### config.mk
export PLATFORM = sky130hd
export DESIGN_NAME = byte_striping_param
export DESIGN_NICKNAME = d
export VERILOG_FILES = /design/src/rtl/byte_striping_param.sv
export SDC_FILE = /design/constraint.sdc
export NUM_CORES = 1
export LEC_CHECK = 0
export BUFFER_PORTS_ARGS = -buffer_cell sky130_fd_sc_hd__buf_4
export CAP_MARGIN = 5
export CORE_ASPECT_RATIO = 0.8
export CORE_MARGIN = 2
export CORE_UTILIZATION = 30
export CTS_BUF_LIST = sky130_fd_sc_hd__clkbuf_4
export DETAILED_ROUTE_END_ITERATION = 7
export SLEW_MARGIN = 10
export SYNTH_ARGS = -nofsm -noshare
export SYNTH_HDL_FRONTEND = slang
export SYNTH_SLANG_ARGS = --single-unit
### constraint.sdc
create_clock -name CLK -period 7.2 [get_ports CLK]
set_input_delay 0.36 -clock CLK [delete_from_list [all_inputs] [get_ports CLK]]
set_output_delay 0.36 -clock CLK [all_outputs]
set_load 0.05 [all_outputs]
### src/rtl/byte_striping_param.sv
// byte_striping_param: serial byte stream to multi-lane word striper.
// Define STRIPE_SKP_EN to insert COM/SKP ordered sets every SKP_INTERVAL words.
module byte_striping_param #(
    parameter int         LANES        = 4,
    parameter logic [7:0] PAD_SYM      = 8'hF7,
    parameter logic [7:0] COM_SYM      = 8'hBC,
    parameter logic [7:0] SKP_SYM      = 8'h1C,
    parameter int         SKP_INTERVAL = 64
) (
    input  logic               CLK,
    input  logic               reset,
    input  logic [7:0]         IN_DATA,
    input  logic               IN_VALID,
    input  logic               IN_LAST,
    output logic               IN_READY,
    input  logic [1:0]         IN_WIDTH,
    output logic [8*LANES-1:0] OUT_LANES,
    output logic [LANES-1:0]   OUT_LANE_ACT,
    output logic               OUT_VALID,
    input  logic               OUT_READY
);

    // Reject configurations the datapath cannot represent
    if (LANES < 1 || LANES > 8 || (LANES & (LANES - 1)) != 0) begin : g_bad_lanes
        $error("LANES must be a power of two in 1..8");
    end
    if (SKP_INTERVAL < 1 || COM_SYM == SKP_SYM) begin : g_bad_skp
        $error("SKP_INTERVAL must be >= 1 and COM/SKP must differ");
    end

    typedef enum logic {FILL, HOLD} state_t;

    state_t     state;
    state_t     state_nxt;
    logic       rdy_q;
    logic [7:0] asm_q [LANES];
    logic [7:0] wnew  [LANES];
    logic [3:0] idx;
    logic [3:0] n_q;
    logic [3:0] req;
    logic [3:0] nsel;
    logic [3:0] n_eff;
    logic [3:0] n_word;
    logic       accept;
    logic       done;
    logic       oreg_free;
    logic       skp_go;
    logic       skp_ld;
    logic       user_ld;
    logic [7:0] skp_byte;

    // Requested width, clamped to the physical lane count
    always_comb begin
        unique case (IN_WIDTH)
            2'd0:    req = 4'd1;
            2'd1:    req = 4'd2;
            2'd2:    req = 4'd4;
            default: req = 4'd8;
        endcase
        nsel = (int'(req) > LANES) ? 4'(LANES) : req;
    end

    // Width is taken from IN_WIDTH only on the first byte of a word
    assign n_eff     = (idx == 4'd0) ? nsel : n_q;
    assign accept    = IN_VALID && rdy_q && (state == FILL);
    assign done      = accept && (IN_LAST || idx == n_eff - 4'd1);
    assign oreg_free = !OUT_VALID || OUT_READY;
    assign n_word    = (state == HOLD) ? n_q : n_eff;
    assign user_ld   = oreg_free && !skp_go
                     && (state == HOLD || done);

    // Word as it would look if the current byte completes it
    always_comb begin
        for (int k = 0; k < LANES; k++) begin
            if (k >= int'(n_eff))
                wnew[k] = 8'h00;
            else if (k < int'(idx))
                wnew[k] = asm_q[k];
            else if (k == int'(idx))
                wnew[k] = IN_DATA;
            else
                wnew[k] = PAD_SYM;
        end
    end

    // State register; IN_READY is registered from the next state
    always_ff @(posedge CLK or posedge reset) begin
        if (reset) begin
            state <= FILL;
            rdy_q <= 1'b0;
        end else begin
            state <= state_nxt;
            rdy_q <= (state_nxt == FILL);
        end
    end

    // Next-state: park in HOLD while a finished word cannot move on
    always_comb begin
        state_nxt = state;
        unique case (state)
            FILL: if (done && !user_ld) state_nxt = HOLD;
            HOLD: if (user_ld)          state_nxt = FILL;
        endcase
    end

    // Output decode
    always_comb begin
        IN_READY = rdy_q;
    end

    // Assembly register: byte index, word width and lane bytes
    always_ff @(posedge CLK or posedge reset) begin
        if (reset) begin
            idx <= 4'd0;
            n_q <= 4'd1;
            for (int k = 0; k < LANES; k++)
                asm_q[k] <= 8'h00;
        end else if (accept) begin
            if (idx == 4'd0)
                n_q <= nsel;
            if (done) begin
                idx <= 4'd0;
                if (!user_ld)
                    for (int k = 0; k < LANES; k++)
                        asm_q[k] <= wnew[k];
            end else begin
                idx <= idx + 4'd1;
                for (int k = 0; k < LANES; k++)
                    if (k == int'(idx))
                        asm_q[k] <= IN_DATA;
            end
        end
    end

    // Output register with valid/ready hold
    always_ff @(posedge CLK or posedge reset) begin
        if (reset) begin
            OUT_LANES    <= '0;
            OUT_LANE_ACT <= '0;
            OUT_VALID    <= 1'b0;
        end else if (user_ld) begin
            OUT_VALID <= 1'b1;
            for (int k = 0; k < LANES; k++) begin
                OUT_LANES[8*k +: 8] <= (state == HOLD) ? asm_q[k] : wnew[k];
                OUT_LANE_ACT[k]     <= (k < int'(n_word));
            end
        end else if (skp_ld) begin
            OUT_VALID <= 1'b1;
            for (int k = 0; k < LANES; k++) begin
                OUT_LANES[8*k +: 8] <= (k < int'(n_q)) ? skp_byte : 8'h00;
                OUT_LANE_ACT[k]     <= (k < int'(n_q));
            end
        end else if (OUT_VALID && OUT_READY) begin
            OUT_VALID <= 1'b0;
        end
    end

`ifdef STRIPE_SKP_EN
    localparam int CW = $clog2(SKP_INTERVAL + 2);

    logic [CW-1:0] wcnt;
    logic [CW-1:0] wcnt_aft;
    logic [1:0]    sidx;
    logic          user_q;

    // Count includes a user word leaving OREG on this edge, so the
    // ordered set follows it with no bubble and no user word slips in
    assign wcnt_aft = wcnt + CW'(OUT_VALID && OUT_READY && user_q);
    assign skp_go   = (wcnt_aft == CW'(SKP_INTERVAL));
    assign skp_ld   = oreg_free && skp_go;
    assign skp_byte = (sidx == 2'd0) ? COM_SYM : SKP_SYM;

    // Word counter and ordered-set sequencer
    always_ff @(posedge CLK or posedge reset) begin
        if (reset) begin
            wcnt   <= '0;
            sidx   <= 2'd0;
            user_q <= 1'b0;
        end else begin
            if (user_ld)
                user_q <= 1'b1;
            else if (skp_ld)
                user_q <= 1'b0;
            if (skp_ld) begin
                if (sidx == 2'd3) begin
                    sidx <= 2'd0;
                    wcnt <= '0;
                end else begin
                    sidx <= sidx + 2'd1;
                    wcnt <= wcnt_aft;
                end
            end else begin
                wcnt <= wcnt_aft;
            end
        end
    end
`else
    assign skp_go   = 1'b0;
    assign skp_ld   = 1'b0;
    assign skp_byte = 8'h00;
`endif

endmodule
==> results of run 1 <==
[worst max-delay path by stage]
stage	startpoint	cells after the start	endpoint	slack (ps)
2_1_floorplan	idx[0]	14	OUT_LANES[10]	3760
3_3_place_gp	idx[0]	11	asm_q[11]	3270
3_5_place_dp	idx[0]	11	asm_q[11]	3120
4_1_cts	idx[0]	11	asm_q[11]	3090
5_1_grt	idx[0]	11	asm_q[2]	2860
6_report	idx[0]	11	asm_q[5]	3060
[per-stage QoR]
step                      cell area, µm²  std cells  setup WS [ps]
after CTS                           5120        673           3090
after global routing                5120        673           2860
final                               5120        673           3060
after floorplan                     4490        453           3760
after global placement              5000        659           3270
after detailed placement            5000        659           3120
[final cells by class]
type,instances,area [µm²]
clock buffers,12,90.1
clock inverters,2,33.8
fillers,1490,9320
inverters,10,38.8
multi-input cells,330,2330
flip-flops and latches,79,1980
well taps,184,230
repair buffers,56,420
[registers in the layout (all words and copies together), names as in the netlist]
| register | cells |
|---|---|
| OUT_LANES | 32 |
| OUT_VALID | 1 |
| OUT_LANE_ACT | 4 |
| asm_q | 32 |
| n_q | 4 |
| IN_READY | 1 |
| idx | 4 |
| state | 1 |
[where the power goes]
group	switching [W]	internal [W]
logic	0.00106	0.000557
registers	0.000169	0.000652
clock network	0.000155	0.000113
total	0.00138	0.00132
[worst register-to-register path, stage by stage (launching register included)]
cell	delay [ps]
dfrtp_1	440
inv_1	230
ha_1	240
or3b_4	470
mux2_4	380
inv_1	130
ha_1	250
xor2_1	170
a41oi_4	480
nand2b_4	680
o21ai_0	230
mux2_2	310
[layer usage]
layer / GRT usage / share of wire
met5: 0 / 0
met4: 0.0393 / 0.010
met1: 0.254 / 0.49
met3: 0.0411 / 0.072
met2: 0.249 / 0.43
[logic make-up after synthesis]
logic type | after synthesis
AND/OR/NAND/NOR | 157
adder cells (fa/ha/maj) | 9
multiplexers | 28
buffers and inverters | 44
XOR/XNOR | 6
flip-flops | 79
AO/OA/AOI/OAI | 130
[placed cells by master (no fill, tap or decap), drive strengths merged, types with 2 or more instances in the layout]
master  netlist  layout
o211ai        8       8
a21o          3       3
dfrtp        78      78
nor2         14      14
clkbuf       29      12
a21oi         4       4
ha            9       9
a22oi        35      35
or4          14      14
nand3        31      31
nor2b         3       3
nand2b        5       5
xor2          4       4
o21ai        51      51
xnor2         2       2
and2          2       2
nand3b       44      44
and3          2       2
buf           5      56
nor3          4       4
nand2        23      23
o41ai         2       2
a22o          8       8
mux2         27      27
or2           3       3
o31ai        14      14
clkinv        0       2
inv          10       9
or3          10      10
==> impl_metrics.ini, run 1 <==
[timing]
max-slew-margin-rel = 0.217
finClkSkew_ps = 19.2
fin_crit_ps = 4140
finalCritPeriodShare = 0.575
finalSetupTns_ps = 0
setup_viol = 0
hold_viol = 0
whs_ps = 203
tightest_slew_ps = 1180
drv_slew = 0
rsz0062_at_grt = no
max_freq_mhz = 242

[clock_tree]
clk_latency_ps = 450
tritoncts = built
cts_sinks = 79
cts_setup_buffers = 0
hold_buffers = 0
clkTransAtPathRegs_ps = 120
cts_resized = 0
cts_inserted_buffers = 9
cts_htree_levels = 3
clock-root-buffer = clkbuf_4
ctsLongestPathBuffers = 2

[hold_path]
worstHoldStart = IN_WIDTH[1]
hold_class = in -> reg
hold_depth = 2
min_to = n_q[2]

[placed_design]
io_buffer_count = 52
place.gp.congestion = 0.818
post-dp-hpwl_um = 8540

[cells_and_area]
insertedDiodeCount = 0
syn_to_final_growth_pct = 14.2
drive_above_1_share = 0.227
fin_util = 0.355
nets = 510

[critical_path]
slowest_delay_ps = 670
crit_family = simple AND/OR/NAND/NOR gates
critical_path.endpoint_type = register
worst_r2r_path_depth = 11
r2r_start = idx[0]
r2r_end = asm_q[5]
cp_data_arrival_time_ps = 4470
crit_fanout = 72
crit_chain = inv_1 > ha_1 > or3b_4 > mux2_4 > inv_1 > ha_1 > xor2_1 > a41oi_4 > nand2b_4 > o21ai_0 > mux2_2
crit_slowest_cell = nand2b_4
worstSetupStartpointType = register
path_buf_inv = 2
worst-setup-path-type = reg -> reg
cp.required_ps = 7530
reg2reg_slack_ps = 3060

[outcome]
outcome = finished, final reports clean

[synth]
synth_cell_types = 43
syn_area_mm2 = 0.00449
yosysTopAreaCellShare = 0.435
synth-async-reset-ratio = 1.00
synth_adder_area_share = 0.0251
yosysMostFrequentCell = dfrtp_1
synth_xor_area_frac = 0.0159
synthesis.nets = 477
ys_seq_elements = 79
synth_top_family_by_area = simple AND/OR/NAND/NOR gates
synthMuxAreaShare = 0.0708
synthTopCellsByArea = dfrtp_1 44%, nand3b_1 7.4%, mux2_2 6.5%
syn_avg_cell_area_um2 = 9.90
yosysWarningCount = 0
synth-simple-area-share = 0.209
synth_common_cells = 78 x dfrtp_1, 51 x o21ai_0, 44 x nand3b_1
syn_inst = 453
synth_compound_area_frac = 0.199
synth_seq_area_share = 0.441
yosysTopAreaCell = dfrtp_1
ys.flop_type = dfrtp_1
synth_edf_count = 0

[die]
rows = 39
dieArea_mm2 = 0.0160
num_io_pins = 53
fp.dieW_um = 141
design.core.area_mm2 = 0.0144
start_util = 0.311
die_h_um = 113

[pwr]
p_per_area_mw_per_mm2 = 528
finalPower_w = 0.00270
p_leak_nw = 2.17
ir_drop_mv = 0.259

[job]
max-cap-violations = 0

[global_routing]
antenna_found_initial = 0
grt_pass1_vias = 3797
grt_max_degree = 80
gr-total-overflow = 0
grt_first_pass_wirelength_um = 21300
grt.total_usage = 0.170

[drt]
drt-total-wl_um = 13100
drt-initial-drc-count = 338
wl_per_cell_um = 19.4
drc = 0
via_per_inst = 5.66
firstDrtPassIters = 5
ant_nets = 0
dr_total_vias = 3810
(Power assumes the default switching activity.)
==> inputs of run 2 (changes only) <==
--- a/config.mk
+++ b/config.mk
@@ -5,6 +5,7 @@
 export SDC_FILE = /design/constraint.sdc
 export NUM_CORES = 1
 export LEC_CHECK = 0
+export ABC_AREA = 1
 export BUFFER_PORTS_ARGS = -buffer_cell sky130_fd_sc_hd__buf_4
 export CAP_MARGIN = 5
 export CORE_ASPECT_RATIO = 0.8
==> constraint.sdc (replaced) <==
create_clock -name CLK -period 4 [get_ports CLK]
set_input_delay 0.2 -clock CLK [delete_from_list [all_inputs] [get_ports CLK]]
set_output_delay 0.2 -clock CLK [all_outputs]
set_load 0.05 [all_outputs]
==> run 2 against run 1 <==
Global-route usage shrank 0.30 points; area after synthesis shrank 0.14%; die area shrank 0.14%; worst hold slack lost 130 ps; synthesized cell count grew 32%; clock-buffer cell count shrank 1; clock power grew 78%; critical path depth grew 9; via count grew 11%; critical endpoint is now asm_q[31]; largest cell class unchanged; largest power group unchanged.
==> impl_metrics.ini, run 2 <==
[critical_path]
reg2reg_slack_ps = 440
crit_path_start = idx[0]
cp.required_ps = 4400
r2r_start = idx[0]
critical_path.endpoint_type = register
worst-setup-path-type = reg -> reg
worstSetupStartpointType = register
crit_fanout = 38
cp_data_arrival_time_ps = 3960

[cells_and_area]
layout_commonest_cell = nand2_1
final_cell_mix = 209 x nand2_1, 78 x dfrtp_1, 62 x o21ai_0
fillers = 1529
fin_util = 0.354
syn_to_final_growth_pct = 14.2
multi_input_area_mm2 = 0.00221
final_cell_count_no_fill = 829
reg.largest.list = OUT_LANES: 32 flops, asm_q: 32 flops
drive_above_1_share = 0.144
nets = 664
seqCellArea_mm2 = 0.00198

[clock_tree]
cts_sinks = 79
ctsLongestPathBuffers = 2
clkTransAtPathRegs_ps = 120
tritoncts = built
cts_inserted_buffers = 9
clk_latency_ps = 450
cts_setup_buffers = 0
cts_htree_levels = 3
clock-root-buffer = clkbuf_4

[synth]
synth_edf_count = 0
syn_avg_cell_area_um2 = 7.48
syn_area_mm2 = 0.00448
yosysTopAreaCell = dfrtp_1
yosysMostFrequentCell = nand2_1
synth_cell_types = 31
synth_seq_area_share = 0.441
yosysWarningCount = 0
ys_seq_elements = 79
synthesis.nets = 623
synth_common_cells = 209 x nand2_1, 78 x dfrtp_1, 62 x o21ai_0
synthTopCellsByArea = dfrtp_1 44%, nand2_1 18%, o21ai_0 6.9%
ys.flop_type = dfrtp_1
yosysTopAreaCellShare = 0.436
syn_inst = 599
synth-async-reset-ratio = 1.00

[drt]
wl_per_cell_um = 15.3
via_per_inst = 5.12
firstDrtPassIters = 8
drc = 0
dr_total_vias = 4245
drt-initial-drc-count = 313
drt-total-wl_um = 12700
ant_nets = 0

[timing]
finalSetupTns_ps = 0
tightest_slew_ps = 770
fin_crit_ps = 3560
setup_viol = 0
max_freq_mhz = 281
hold_viol = 0
whs_ps = 72.1
max-slew-margin-rel = 0.486
drv_slew = 0
finalCritPeriodShare = 0.890
rsz0062_at_grt = no
finClkSkew_ps = 17.2

[die]
dieArea_mm2 = 0.0159
design.core.area_mm2 = 0.0144
rows = 39
start_util = 0.310
fp.dieW_um = 141
num_io_pins = 53
die_h_um = 113

[pwr]
p_leak_nw = 2.61
ir_drop_mv = 0.314
finalPower_w = 0.00507
p_per_area_mw_per_mm2 = 992

[placed_design]
place.gp.congestion = 0.880
place_inst = 812
io_buffer_count = 52
post-dp-hpwl_um = 8990

[global_routing]
grt_pass1_vias = 4210
grt_first_pass_wirelength_um = 21200
grt_max_degree = 70
grt.total_usage = 0.167
antenna_found_initial = 0
gr-total-overflow = 0

[job]
max-cap-violations = 0

[hold_path]
worstHoldStart = OUT_READY
hold_class = in -> reg

[outcome]
outcome = finished, final reports clean
[run 2: cell types whose count changed after synthesis, moves of 10 or more]
cell / delta
clkbuf_1: -18
nand3b_1: -43
o31ai_1: -13
a22oi_1: -32
inv_1: +24
o21ai_0: +11
mux2_2: -26
nand2_2: +10
nand2_1: +186
or4_1: -14
o21ai_1: +53
or3_1: -10
nand3_1: +24
[run 2: power breakdown]
part | internal [W] | switching (W)
clock network | 0.000200 | 0.000280
logic | 0.000965 | 0.00224
registers | 0.00115 | 0.000237
total | 0.00232 | 0.00276
[run 2: final cells by class]
cell class / count / area share
Clock buffer: 11 / 0.0161
Clock inverter: 4 / 0.00929
Sequential cell: 79 / 0.387
Timing Repair Buffer: 58 / 0.0856
Inverter: 35 / 0.0257
Tap cell: 184 / 0.0450
Multi-Input combinational cell: 457 / 0.431
Antenna cell: 1 / 0.000489
[run 2: cell families (layout without fill, tap and decap cells)]
logic type                 after synthesis  after routing  synth area share
and+or+nand+nor                        306            306             0.293
AOI/OAI and AO/OA                      139            139             0.168
DFF                                     79             79             0.441
buffers and inverters                   63            108            0.0662
adders and majority gates                9              9            0.0251
xor gates and xnor gates                 2              2           0.00391
muxes                                    1              1           0.00223
other                                    0              1                 0
[run 2: worst paths after layout]
check	depth (start not counted)	end
max	20	asm_q[31]
min	3	IN_READY
max reg2reg	20	asm_q[31]
min reg2reg	2	n_q[0]
max in group asynchronous	4	n_q[3]
min in group asynchronous	3	asm_q[10]
[run 2: per-layer routing]
metal | global-route usage | routed length [µm] | vias to the layer above
li1 | - | - | 2075
met1 | 0.238 | 6160 | 1999
met2 | 0.253 | 5530 | 145
met3 | 0.0313 | 725 | 26
met4 | 0.0613 | 264 | 0
met5 | 0 | 0 | -
[run 2: critical path: stages, from the launching register on]
cell	delay, ps
dfrtp_1	440
inv_1	160
ha_1	280
nand2_2	260
nand2_1	130
nand2_1	170
ha_1	270
inv_1	60
nand2_1	50
nand2_1	80
nand3_1	90
nand3_1	100
nor2_2	40
nand3_2	60
nand2_2	170
nand2_2	130
buf_4	400
nand2_1	310
o21ai_1	190
nand2_1	60
nand2_1	60
[run 2: metrics by stage]
step           cell area (µm²)  setup slack, ps
2_1_floorplan             4480             1420
3_3_place_gp              4970              633
3_5_place_dp              4970              512
4_1_cts                   5110              481
5_1_grt                   5110             15.6
6_report                  5120              439
[run 2: repair_timing]
item                      CTS  global route
hold buffers                1             0
hold endpoints to repair   34             0
gates resized for setup     0             0
==> inputs of run 3 (changes only) <==
--- a/config.mk
+++ b/config.mk
@@ -6,13 +6,13 @@
 export NUM_CORES = 1
 export LEC_CHECK = 0
 export ABC_AREA = 1
-export BUFFER_PORTS_ARGS = -buffer_cell sky130_fd_sc_hd__buf_4
 export CAP_MARGIN = 5
 export CORE_ASPECT_RATIO = 0.8
 export CORE_MARGIN = 2
 export CORE_UTILIZATION = 30
 export CTS_BUF_LIST = sky130_fd_sc_hd__clkbuf_4
 export DETAILED_ROUTE_END_ITERATION = 7
+export DONT_BUFFER_PORTS = 1
 export SLEW_MARGIN = 10
 export SYNTH_ARGS = -nofsm -noshare
 export SYNTH_HDL_FRONTEND = slang
==> run 3 against run 2 <==
Register-to-register slack better by 70 ps; maximum frequency increased by 2.1%; critical path depth unchanged; clock skew up 1.8 ps; worst hold slack better by 38 ps; highest routed layer unchanged.
==> impl_metrics.ini, run 3 (synthesis gave the netlist of run 2 again) <==
[critical_path]
cp_data_arrival_time_ps = 3870
cp.required_ps = 4380
r2r_end = asm_q[23]
worst_r2r_path_depth = 20
worst-setup-path-type = reg -> reg
reg2reg_slack_ps = 510
critical_path.endpoint_type = register
endpoint = asm_q[23]
crit_fanout = 38
crit_path_start = idx[0]
worstSetupStartpointType = register
r2r_start = idx[0]

[timing]
rsz0062_at_grt = no
tightest_slew_ps = 910
max_freq_mhz = 287
finalCritPeriodShare = 0.872
whs_ps = 110
setup_viol = 0
finalSetupTns_ps = 0
fin_crit_ps = 3490
drv_slew = 0
finClkSkew_ps = 19.0
hold_viol = 0
max-slew-margin-rel = 0.393

[die]
fp.dieW_um = 141
die_h_um = 113
num_io_pins = 53
rows = 39
dieArea_mm2 = 0.0159
start_util = 0.310
design.core.area_mm2 = 0.0144

[global_routing]
grt.total_usage = 0.163
grt_pass1_vias = 3908
gr-total-overflow = 0
antenna_found_initial = 1
grt_max_degree = 72
grt_first_pass_wirelength_um = 20500

[clock_tree]
hold_buffers = 2
cts_resized = 0
ctsLongestPathBuffers = 2
tritoncts = built
cts_sinks = 79
clk_latency_ps = 440
clkTransAtPathRegs_ps = 130
cts_inserted_buffers = 9
clock-root-buffer = clkbuf_4
cts_setup_buffers = 0
cts_htree_levels = 3

[drt]
drt-initial-drc-count = 398
ant_nets = 0
drt-total-wl_um = 12500
wl_per_cell_um = 16.1
drc = 0
dr_total_vias = 4027
firstDrtPassIters = 7
via_per_inst = 5.17

[job]
max-cap-violations = 0

[cells_and_area]
layout_commonest_cell = nand2_1
fin_util = 0.330
fillers = 1566
nets = 613
final_cell_mix = 209 x nand2_1, 78 x dfrtp_1, 62 x o21ai_0
drive_above_1_share = 0.0724
reg.largest.list = OUT_LANES: 32 flops, asm_q: 32 flops
syn_to_final_growth_pct = 6.48

[placed_design]
post-dp-hpwl_um = 8850
io_buffer_count = 0
place.gp.congestion = 0.901

[hold_path]
hold_class = in -> reg

[outcome]
outcome = finished, final reports clean
[run 3: worst min path at each step]
stage,startpoint,to,slack [ps],cells after the start
after floorplan,OUT_READY,IN_READY,380,2
after global placement,reset,OUT_LANES[21],280,1
after detailed placement,reset,OUT_LANES[21],310,1
after CTS,IN_DATA[3],asm_q[3],80,4
after global routing,IN_DATA[3],asm_q[3],120,4
final,IN_DATA[3],asm_q[3],110,4
[run 3: final cells by class]
type | instances | area [µm²] | share of cell area
antenna | 1 | 2.50 | 0.000525
sequential | 79 | 1980 | 0.415
timing repair buffer | 7 | 57.6 | 0.0121
inverter | 35 | 133 | 0.0278
clock buffer | 9 | 67.6 | 0.0142
clock inverter | 7 | 96.3 | 0.0202
tap | 184 | 230 | 0.0483
multi-input combinational | 457 | 2210 | 0.462
[run 3: worst max-delay path: stages, from the launching register on]
cell and delay, ps:
dfrtp_1 450, inv_1 150, ha_1 270, nand2_2 260
nand2_1 120, nand2_1 160, ha_1 260, inv_1 60
nand2_1 40, nand2_1 80, nand3_1 90, nand3_1 100
nor2_2 40, nand3_2 60, nand2_2 160, nand2_2 120
buf_4 400, nand2_1 330, o21ai_1 160, nand2_1 60
nand2_1 50
[run 3: layer usage]
metal	vias up	routed length (µm)	track usage
met5	-	0	0
met4	0	272	0.0573
met3	25	982	0.0521
met2	157	5470	0.248
met1	1867	5790	0.221
li1	1978	-	-
[run 3: metrics by stage]
stage,instance area [µm²],instances,setup slack (ps)
after detailed placement,4580,760,592
after global placement,4580,760,641
final,4770,779,512
after floorplan,4480,599,1420
after CTS,4770,778,564
after global routing,4770,779,133
Power of run 3 is left out: the tool's default activity adds up to more than one toggle a clock period on the data nets, which glitch-free logic cannot reach.
